**config.mk**
```make
export PLATFORM = sky130hd
export DESIGN_NAME = wb_arbiter
export DESIGN_NICKNAME = d
export VERILOG_FILES = /design/src/rtl/wb_arbiter.sv
export SDC_FILE = /design/constraint.sdc
export NUM_CORES = 1
export LEC_CHECK = 0
export CAP_MARGIN = 20
export CORE_MARGIN = 2
export CORE_UTILIZATION = 25
export CTS_CLUSTER_DIAMETER = 30
export CTS_CLUSTER_SIZE = 8
export DETAILED_ROUTE_END_ITERATION = 8
export DONT_BUFFER_PORTS = 1
export PLACE_DENSITY = 0.52
export SLEW_MARGIN = 20
export SYNTH_ARGS = -nofsm -noshare
export SYNTH_HDL_FRONTEND = slang
export SYNTH_SLANG_ARGS = --single-unit
export TNS_END_PERCENT = 20
```
**constraint.sdc**
```tcl
create_clock -name clk -period 2.8 [get_ports clk]
set_input_delay 0.42 -clock clk [delete_from_list [all_inputs] [get_ports clk]]
set_output_delay 0.42 -clock clk [all_outputs]
set_load 0.02 [all_outputs]
```
**src/rtl/wb_arbiter.sv**
```systemverilog
// Write-back port arbiter: the pipeline owns the register-file write port, and a 2-entry
// queue of multicycle results drains into idle slots, with kill-on-overwrite and starvation stall.
module wb_arbiter #(
   parameter int unsigned STARVE_LIMIT = 4
) (
   input  logic        clk,
   input  logic        rst,
   input  logic        PipeValid,
   input  logic        PipeRegWrite,
   input  logic [4:0]  PipeDest,
   input  logic [31:0] PipeData,
   input  logic        MdValid,
   input  logic [4:0]  MdDest,
   input  logic [31:0] MdData,
   output logic        MdReady,
   output logic        RegWrite,
   output logic [4:0]  RegDest,
   output logic [31:0] RegData,
   output logic        StallReq,
   output logic [31:0] PendingMask
);

   localparam int unsigned CW = (STARVE_LIMIT < 1) ? 1 : $clog2(STARVE_LIMIT + 1);

   typedef struct packed {
      logic [4:0]  dest;
      logic [31:0] data;
   } entry_t;

   entry_t          q0, q1, n_q0, n_q1, md_e;
   logic [1:0]      cnt, n_cnt;
   logic [CW-1:0]   wait_cnt, n_wait;
   logic            busy, pop, accept, push, keep0, keep1;

   // Queue and starvation-counter state
   always_ff @(posedge clk) begin
      if (rst) begin
         q0       <= '0;
         q1       <= '0;
         cnt      <= 2'd0;
         wait_cnt <= '0;
      end else begin
         q0       <= n_q0;
         q1       <= n_q1;
         cnt      <= n_cnt;
         wait_cnt <= n_wait;
      end
   end

   // Arbitration, kill/compaction, and port outputs
   always_comb begin
      busy        = PipeValid && PipeRegWrite && (PipeDest != 5'd0);
      MdReady     = !rst && (cnt < 2'd2);
      accept      = MdValid && MdReady;
      // A same-cycle pipeline write to the same register is younger, so the offer dies here
      push        = accept && (MdDest != 5'd0) && !(busy && (MdDest == PipeDest));
      pop         = !busy && (cnt != 2'd0);
      keep0       = (cnt != 2'd0) && !pop && !(busy && (q0.dest == PipeDest));
      keep1       = (cnt == 2'd2) && !(busy && (q1.dest == PipeDest));
      md_e        = '{dest: MdDest, data: MdData};
      n_q0        = q0;
      n_q1        = q1;
      n_cnt       = 2'd0;
      n_wait      = wait_cnt;
      RegWrite    = 1'b0;
      RegDest     = 5'd0;
      RegData     = 32'd0;
      StallReq    = 1'b0;
      PendingMask = 32'd0;

      // Survivors compact toward slot 0 in order; the new result goes behind them
      if (keep0) begin
         if (keep1) begin
            n_q1  = q1;
            n_cnt = 2'd2;
         end else if (push) begin
            n_q1  = md_e;
            n_cnt = 2'd2;
         end else begin
            n_cnt = 2'd1;
         end
      end else if (keep1) begin
         n_q0 = q1;
         if (push) begin
            n_q1  = md_e;
            n_cnt = 2'd2;
         end else begin
            n_cnt = 2'd1;
         end
      end else if (push) begin
         n_q0  = md_e;
         n_cnt = 2'd1;
      end

      if (pop || (n_cnt == 2'd0)) begin
         n_wait = '0;
      end else if (wait_cnt != CW'(STARVE_LIMIT)) begin
         n_wait = wait_cnt + CW'(1);
      end

      if (!rst) begin
         if (busy) begin
            RegWrite = 1'b1;
            RegDest  = PipeDest;
            RegData  = PipeData;
         end else if (cnt != 2'd0) begin
            RegWrite = 1'b1;
            RegDest  = q0.dest;
            RegData  = q0.data;
         end
         StallReq = (wait_cnt == CW'(STARVE_LIMIT));
         if (cnt != 2'd0) PendingMask[q0.dest] = 1'b1;
         if (cnt == 2'd2) PendingMask[q1.dest] = 1'b1;
         PendingMask[0] = 1'b0;
      end
   end

endmodule

```
==> summary.txt, run 1 <==
Outcome
  • Status: finished clean

Min path
  • Hold path startpoint: rst
  • Hold path cells: 1
  • Worst Hold Class: in -> reg

Critical path
  • WP data required: ~2.4 ns
  • Max incr delay on CP: about 0.51 ns
  • Critical path arrival: 2.20 ns
  • Worst Reg-to-Reg Cells: 6
  • Startpoint types: register
  • CP max FO: 8
  • CP Capture Type: output pin
  • Crit-path cells: nor2b_1, nand2_1, nor2_1, a22oi_1, nor2_1
  • Crit path from: cnt[1]$_SDFF_PP0_
  • Top cell by count, worst path: nor2_1
  • Crit-path slowest cell: nor2_1
  • WP depth: 5
  • RR Startpoint: q0[34]$_SDFFE_PP0P_
  • Cell family with most CP delay: simple AND/OR/NAND/NOR gates
  • WP buf/inv: 0
  • R2R setup slack: 0.41 ns
  • CP Class: reg -> out

Clock network
  • Resized cells post-CTS: 0
  • Hold-fix buffers at CTS: 0
  • CTS Buffer Depth: 2
  • CTS buffer count: 9
  • Clock transition at path regs: ~0.06 ns
  • TritonCTS clock tree: done
  • Clock H-tree levels: 3
  • Worst skew pair latency: 0.34 ns
  • Sink Count: just under 80
  • Post-CTS setup buffer count: 0
  • CTS root buf: clkbuf_16

Synth
  • Netlist cell types: 44
  • Flops & latches, synth: 79
  • Most instantiated cells after synthesis: 79 x dfxtp_1, 75 x a21oi_1, 48 x mux2i_1
  • Top_reg_cell synth: dfxtp_1
  • Complex-gate fraction of the synthesized area: 20.22%
  • Largest area contributor in the netlist: dfxtp_1
  • Synth top area cells: dfxtp_1 31%, mux2i_1 9.5%, a21oi_1 7.5%
  • Ys async rst share: 0%
  • Post-Synth Adder-Cell Area: 1.243%
  • Yosys top cell area share: 31.43%
  • Post-synthesis simple-gate area fraction: 20.39%
  • Combinational family with the most area after synthesis: simple AND/OR/NAND/NOR gates
  • Post-synthesis mux area share: 17.53%
  • Net Count, Synth: 684
  • Mapped Cells: 600
  • Mapped Area: 5031 um^2
  • Ys Warns: 0
  • Post-synth EDFFs: 0
  • Post-synthesis sequential area ratio: between 30% and 40%
  • Mapped Avg Cell Area: 8.385 um^2
  • Top-count cell post-synth: dfxtp_1
  • Area share of xor/xnor cells in the synthesized design: 2.785%

GRT
  • First-pass GRT wire length: 24,740 um
  • Gr ovfl total: 0
  • Largest net degree at the start of global routing: 160
  • Initial antenna violation count: 0
  • Vias in the first global route: 4,339
  • Global Route Usage Sum: between 10 and 15%

Placed design
  • PortBufs: 0
  • Hpwl dp: 10,530 um
  • DP Cell Count: 877
  • GPL Wtd Cong: between 0.7 and 0.8

Drt
  • Wirelength per Cell: between 15 and 20 um
  • Vias/cell: around 5
  • Remaining DRCs: 0
  • DR pass1 iterations: 4
  • DR vias: 4,441
  • Detailed router's first-iteration violation count: 247
  • Routed Wire Length: 15,620 um
  • ANT nets after route: 0

Floorplan
  • Die height: 145.9 um
  • Starting density of the core: 25.68%
  • Chip width: 145.9 um
  • CORE AREA: between 15,000 and 20,000 um^2
  • # IOs: 151
  • Num rows: slightly above 50
  • Full die area: 21,280 um^2

Finish
  • N_diodes: 0
  • Nets: 707
  • Layout cells sized above 1: 20.22%
  • Finished Layout Cells: around 900
  • Area grow syn2layout: 18.06%

Timing
  • Final Max Tran Viols: 0
  • Measured slew at the worst slew-check pin: 0.7561 ns
  • RSZ-0062 raised after global routing: no
  • Crit path time final: 2.624 ns
  • Fmax: 381.1 MHz
  • Final setup violation count: 0
  • Slew headroom: 49.60%
  • Worst clock skew: 0.006985 ns
  • Final Cycle Share: 93.72%
  • Setup TNS Final: 0 ns
  • Hold Fails Final Rpt: 0

Power
  • Leak: 2.468 nW
  • VDD IR max: about 0.00025 V
  • Power Density: roughly 460 nW/um^2

Job
  • Max-Cap Viols: 0
-- worst paths after layout --
check / end
worst max-delay path: PendingMask[10]
worst min-delay path: q0[27]$_SDFFE_PP0P_
worst max register to register: q1[27]$_SDFFE_PP0P_
worst min register to register: q1[19]$_SDFFE_PP0P_
-- per-stage QoR --
stage | setup slack (ns) | util [%] | power [W] | hold WS (ns) | instance area [um^2]
6_report | 0.1760 | 30.32 | 0.002724 | 0.1623 | 5939
5_1_grt | 0.01997 | 30.32 | 0.002846 | 0.1353 | 5939
4_1_cts | 0.1742 | 30.32 | 0.002762 | 0.1363 | 5939
3_5_place_dp | 0.1521 | 28.79 | 0.001555 | 0.4634 | 5640
3_3_place_gp | 0.1756 | 28.79 | 0.001554 | 0.4566 | 5640
2_1_floorplan | 0.09908 | - | 0.001481 | 0.4480 | 5031
-- metal layers --
| metal | vias to the layer above | GRT usage (%) | routed length (um) |
|---|---|---|---|
| li1 | 2186 | - | - |
| met5 | - | 0 | 0 |
| met2 | 159 | 22.45 | 7023 |
| met3 | 13 | 3.511 | 1120 |
| met4 | 0 | 4.167 | 158 |
| met1 | 2083 | 20.09 | 7317 |
-- power breakdown --
part           total [W]  switching [W]  leakage, nW  internal, W
sequential       0.00121      0.0000389        0.644      0.00117
clock            0.00119       0.000479        0.146     0.000716
combinational   0.000321       0.000183         1.68     0.000137
-- kinds of logic after synthesis --
family,after synthesis
fa+ha+maj,5
simple gates,205
mux,77
buf+inv,63
xor+xnor,16
compound gates,154
flops,79
other cells,1
-- layout make-up --
class / count / area (um^2)
Fill cell: 2094 / 13650
Multi-Input combinational cell: 458 / 3146
Sequential cell: 79 / 1582
Timing Repair Buffer: 70 / 563.0
Tap cell: 265 / 331.6
Clock buffer: 11 / 242.7
Clock inverter: 5 / 56.30
Inverter: 5 / 18.77
-- sequential cells by signal, summed over array words and instances (netlist names) --
register  flops
q0           37
cnt           2
q1           37
wait_cnt      3
-- cell usage in the layout, fill, tap and decap left out, drive strengths merged, types with 3 or more instances in the layout --
cell type / n
nor3b: 7
buf: 70
nor3: 5
nor2: 46
a211oi: 37
o211ai: 3
mux2: 29
xor2: 7
xnor2: 9
nor4: 3
and3: 4
inv: 6
nand3: 37
nand2b: 20
clkbuf: 11
mux2i: 48
a22oi: 30
and3b: 3
nor2b: 30
nand2: 46
ha: 5
dfxtp: 79
a21oi: 76
(Power assumes the default switching activity.)
==> run 2: changes to the inputs <==
PLACE_DENSITY = 0.5   (was 0.52)
TNS_END_PERCENT = 30   (was 20)
clock period = 3.3 ns   (was 2.8 ns; I/O delays follow)
==> summary.txt, run 2 (synthesized netlist as in run 1, its figures left out) <==
Outcome
  • Status: finished clean

Finish
  • Commonest cells after routing, fill and taps aside: 79 x dfxtp_1, 75 x a21oi_1, 53 x buf_4
  • Layout cells sized above 1: 17.84% (-2.4 points)
  • Commonest non-fill, non-tap cell in the layout: dfxtp_1
  • Finished Cell Area: 5814 um^2 (-2.1%)
  • N_diodes: 0 (unchanged)
  • Regs by FF count: q0 (37), q1 (37), wait_cnt (3)
  • Fillers: 2,103 (+0.43%)
  • Area grow syn2layout: 15.57%
  • Nets: 690 (-2.4%)
  • Finished Layout Cells: 876 (-1.9%)

GRT
  • Global Route Usage Sum: 14.78% (+0.25 points)
  • First-pass GRT wire length: 25,280 um (+2.2%)
  • Largest net degree at the start of global routing: 160 (unchanged)
  • Gr ovfl total: 0 (unchanged)
  • Vias in the first global route: 4,509 (+3.9%)
  • Initial antenna violation count: 0 (unchanged)

Clock network
  • Sink Count: 79 (unchanged)
  • CTS root buf: clkbuf_16
  • Hold-fix buffers at CTS: 0 (unchanged)
  • CTS buffer count: 9 (unchanged)
  • TritonCTS clock tree: done
  • CTS Buffer Depth: 2 (unchanged)
  • Clock transition at path regs: 0.06 ns (about the same)
  • Clock H-tree levels: 3 (unchanged)
  • Post-CTS setup buffer count: 0 (unchanged)
  • Worst skew pair latency: 0.34 ns (about the same)
  • Resized cells post-CTS: 0 (unchanged)

Timing
  • RSZ-0062 raised after global routing: no
  • Setup TNS Final: 0 ns (unchanged)
  • Slew headroom: 38.14% (-11 points)
  • Worst clock skew: 0.007616 ns (+0.0006302 ns)
  • Fmax: between 300 and 400 MHz
  • Hold Fails Final Rpt: 0 (unchanged)
  • Final Max Tran Viols: 0 (unchanged)
  • Final setup violation count: 0 (unchanged)
  • Measured slew at the worst slew-check pin: 0.9208 ns (+0.1648 ns)
  • Crit path time final: 2.763 ns
  • Hold WS: 0.2266 ns (+0.06436 ns)
  • Final Cycle Share: 83.72%

Placed design
  • GPL Wtd Cong: 0.8028 (+1.3%)
  • DP Cell Count: 860 (-1.9%)
  • PortBufs: 0 (unchanged)
  • Hpwl dp: 10,980 um (+4.3%)
  • Area after DPL: 5475 um^2 (-2.9%)

Power
  • Power Total: 0.002432 W (-11%)
  • Leak: 2.377 nW (-3.7%)
  • Power Density: 418.2 nW/um^2 (-8.8%)
  • VDD IR max: 0.0002425 V (-3.5%)

Floorplan
  • CORE AREA: 19,590 um^2 (unchanged)
  • Starting density of the core: 25.68% (unchanged)
  • Full die area: 21,280 um^2 (unchanged)
  • Die height: 145.9 um (unchanged)
  • Num rows: 51 (unchanged)
  • Chip width: 145.9 um (unchanged)
  • # IOs: 151 (unchanged)

Drt
  • Vias/cell: 5.119 (+2.9%)
  • Remaining DRCs: 0 (unchanged)
  • DR vias: 4,484 (+0.97%)
  • DR pass1 iterations: 5 (+1)
  • ANT nets after route: 0 (unchanged)
  • Routed Wire Length: 16,020 um (+2.6%)
  • Detailed router's first-iteration violation count: 284 (+15%)
  • Wirelength per Cell: 18.28 um (+4.5%)

Min path
  • Hold path cells: 1 (unchanged)
  • Worst Hold Class: in -> reg

Critical path
  • Critical path arrival: 2.27 ns (+0.07 ns)
  • CP Capture Type: output pin
  • CP max FO: 14 (+6)
  • Worst Reg-to-Reg Cells: 8 (+2)
  • WP data required: 2.80 ns (+0.42 ns)
  • CP Class: in -> out
  • Startpoint types: input pin

Job
  • Max-Cap Viols: 0 (unchanged)
## run 2: path summary, 6_finish.rpt
path                             from                        to  slack, ns
setup / recovery          PipeDest[0]                RegDest[3]       0.54
hold / removal                    rst       q0[30]$_SDFFE_PP0P_       0.23
setup reg to reg  q1[36]$_SDFFE_PP0P_  wait_cnt[0]$_SDFFE_PP0P_       0.81
hold reg to reg   q1[19]$_SDFFE_PP0P_       q1[19]$_SDFFE_PP0P_       0.47
## run 2: per-layer routing
metal	up-vias	share of wire [%]	track usage, %	wire (um)
met5	-	0	0	0
met4	0	1.3	4.804	212
met3	16	8.4	4.263	1341
met2	190	46	23.80	7336
met1	2128	44	19.03	7126
li1	2150	-	-	-
## run 2: stage by stage
stage | utilization [%] | setup slack [ns]
floorplan | - | 0.5241
finish | 29.68 | 0.5372
CTS | 29.68 | 0.4973
global placement | 27.95 | 0.4555
detailed placement | 27.95 | 0.3866
global route | 29.68 | 0.3788
## run 2: worst max-delay path: stages
cell and delay, ns:
or4_4 0.53, o211a_1 0.45, nor2_1 0.43, a32oi_1 0.10, nor2_1 0.11, buf_4 0.15
## run 2: where the power goes
group | total (W) | internal, W | switching [W]
Clock | 0.00114 | 0.000741 | 0.000401
Sequential | 0.00102 | 0.000993 | 0.0000298
Combinational | 0.000267 | 0.000111 | 0.000156
Total | 0.00243 | 0.00184 | 0.000587
## run 2: area by class of cell
cell class | count | area [um^2] | share of cell area (%)
inverters | 5 | 18.77 | 0.3228
clock buffers | 11 | 232.7 | 4.003
well taps | 265 | 331.6 | 5.703
clock inverters | 5 | 106.4 | 1.829
flip-flops and latches | 79 | 1582 | 27.20
multi-input cells | 458 | 3146 | 54.10
repair buffers | 53 | 397.9 | 6.843
==> run 3: changes to the inputs <==
PLACE_DENSITY = 0.52   (was 0.5)
clock period = 2.3 ns   (was 3.3 ns; I/O delays follow)
==> summary.txt, run 3 (synthesized netlist as in run 1, its figures left out) <==
GRT
  • Gr ovfl total: 0 (unchanged)
  • Largest net degree at the start of global routing: 160 (unchanged)
  • Vias in the first global route: 4,372 (-3.0%)
  • Initial antenna violation count: 0 (unchanged)
  • Global Route Usage Sum: 14.13% (-0.65 points)
  • First-pass GRT wire length: 24,230 um (-4.1%)

Placed design
  • GPL Wtd Cong: 0.8347 (+4.0%)
  • PortBufs: 0 (unchanged)
  • Hpwl dp: 10,720 um (-2.3%)

Clock network
  • Worst skew pair latency: 0.35 ns (about the same)
  • TritonCTS clock tree: done
  • CTS Buffer Depth: 2 (unchanged)
  • Post-CTS setup buffer count: 0 (unchanged)
  • Clock H-tree levels: 3 (unchanged)
  • Sink Count: 79 (unchanged)
  • CTS buffer count: 9 (unchanged)
  • Clock transition at path regs: 0.06 ns (about the same)
  • CTS root buf: clkbuf_16

Power
  • Leak: 2.716 nW (+14%)
  • Power Density: 538.7 nW/um^2 (+29%)
  • Power Total: 0.003460 W (+42%)
  • VDD IR max: 0.0003665 V (+51%)

Timing
  • Final setup violation count: 0 (unchanged)
  • RSZ-0062 raised after global routing: yes
  • Hold WS: 0.07811 ns (-0.1485 ns)
  • Final Cycle Share: 99.90%
  • Final Max Tran Viols: 0 (unchanged)
  • Slew headroom: 65.72% (+28 points)
  • Hold Fails Final Rpt: 0 (unchanged)
  • Measured slew at the worst slew-check pin: 0.5131 ns (-0.4077 ns)
  • Crit path time final: 2.298 ns
  • Worst clock skew: 0.01296 ns (+0.005340 ns)
  • Fmax: 435.2 MHz

Critical path
  • Max incr delay on CP: 0.54 ns (about the same)
  • WP data required: 1.96 ns (-0.84 ns)
  • RR Startpoint: q1[32]$_SDFFE_PP0P_
  • CP max FO: 8 (-6)
  • Startpoint types: input pin
  • Critical path arrival: 1.95 ns (-0.32 ns)
  • Reg2reg end: q1[9]$_SDFFE_PP0P_
  • R2R setup slack: 0.10 ns (-0.71 ns)
  • Cell family with most CP delay: simple AND/OR/NAND/NOR gates
  • Crit-path slowest cell: or4_4
  • Crit-path cells: or4_4, o211ai_4, buf_6, nand3_1, a21oi_1, buf_4
  • CP Capture Type: output pin
  • WP buf/inv: 2 (+1)
  • CP Class: in -> out
  • Worst Reg-to-Reg Cells: 7 (-1)

Drt
  • ANT nets after route: 0 (unchanged)
  • Routed Wire Length: 15,350 um (-4.1%)
  • Highest routed metal layer: met4
  • Metal3 WL: 1192 um (-11%)
  • Wirelength per Cell: 16.53 um (-9.6%)
  • Met2 WL post-DR: 6885 um (-6.1%)
  • Remaining DRCs: 0 (unchanged)
  • Met1 Routed Length: 7144 um (+0.25%)
  • DR pass1 iterations: 5 (unchanged)
  • Vias/cell: 4.876 (-4.7%)
  • Detailed router's first-iteration violation count: 261 (-8.1%)
  • DR vias: 4,530 (+1.0%)

Finish
  • Reg area: 1582 um^2 (unchanged)
  • N_diodes: 0 (unchanged)
  • Commonest cells after routing, fill and taps aside: 91 x buf_4, 79 x dfxtp_1, 75 x a21oi_1
  • Nets: 743 (+7.7%)
  • Commonest non-fill, non-tap cell in the layout: buf_4
  • Area grow syn2layout: 27.68%
  • Regs by FF count: q0 (37), q1 (37), wait_cnt (3)
  • Multi-input gate area: 3216 um^2 (+2.2%)
  • Layout cells sized above 1: 26.05% (+8.2 points)
  • Fillers: 2,078 (-1.2%)

Floorplan
  • Full die area: 21,280 um^2 (unchanged)
  • CORE AREA: 19,590 um^2 (unchanged)
  • Starting density of the core: 25.68% (unchanged)
  • # IOs: 151 (unchanged)
  • Die height: 145.9 um (unchanged)
  • Num rows: 51 (unchanged)
  • Chip width: 145.9 um (unchanged)

Min path
  • Hold path cells: 1 (unchanged)
  • Worst Hold Class: in -> reg
  • WHS Endpoint: q0[4]$_SDFFE_PP0P_
  • Hold path startpoint: rst

Job
  • Max-Cap Viols: 0 (unchanged)

Outcome
  • Status: finished clean
==> run 3: cell count changes in the layout (fill, tap and decap cells not counted), sizes merged <==
cell,previous run,this run
buf,53,106
bufinv,3,2
clkbuf,11,9
clkinv,1,3
inv,5,6
==> run 3: timing repair <==
action / CTS / global route
hold buffers: 0 / 0
pin swaps: 1 / 0
endpoints found under the setup margin: 11 / 27
resized for setup: 2 / 13
==> run 3: worst max-delay path by stage <==
| stage | start | to | slack [ns] | cells after the start |
|---|---|---|---|---|
| finish | PipeDest[3] | RegDest[4] | 0.002 | 6 |
| floorplan | PipeDest[3] | wait_cnt[0]$_SDFFE_PP0P_ | -0.02 | 9 |
| global placement | PipeDest[3] | q1[19]$_SDFFE_PP0P_ | -0.04 | 8 |
| CTS | cnt[1]$_SDFF_PP0_ | PendingMask[3] | 0.02 | 5 |
| global route | PipeDest[3] | RegData[2] | -0.01 | 6 |
| detailed placement | PipeDest[3] | q1[29]$_SDFFE_PP0P_ | -0.05 | 8 |
==> run 3: final cells by class <==
cell class                      instances  share of cell area [%]
Clock buffer                            9                   3.506
Tap cell                              265                   5.162
Multi-Input combinational cell        458                   50.06
Clock inverter                          7                   1.480
Sequential cell                        79                   24.62
Inverter                                5                  0.4090
Timing Repair Buffer                  106                   14.76
==> run 3: metrics by stage <==
| step | util, % | TNS [ns] | setup slack (ns) | instance area (um^2) | cells |
|---|---|---|---|---|---|
| 2_1_floorplan | - | -0.8606 | -0.01743 | 5122 | 600 |
| 3_3_place_gp | 30.87 | -0.2875 | -0.04207 | 6047 | 913 |
| 3_5_place_dp | 30.87 | -0.3990 | -0.04996 | 6047 | 913 |
| 4_1_cts | 32.53 | 0 | 0.01602 | 6372 | 929 |
| 5_1_grt | 32.79 | -0.01500 | -0.01500 | 6424 | 929 |
| 6_report | 32.79 | 0 | 0.002189 | 6424 | 929 |
==> run 3: report_power, final <==
group	internal (W)	total (W)	leakage [nW]	switching, W
clock	0.000952	0.00155	0.156	0.000601
sequential	0.00142	0.00146	0.644	0.0000317
combinational	0.000205	0.000451	1.92	0.000246
total	0.00258	0.00346	2.72	0.000879
==> run 3: layer usage <==
metal	track usage, %	vias up
li1	-	2254
met1	18.80	2095
met2	22.41	171
met3	4.357	10
met4	3.284	0
met5	0	-
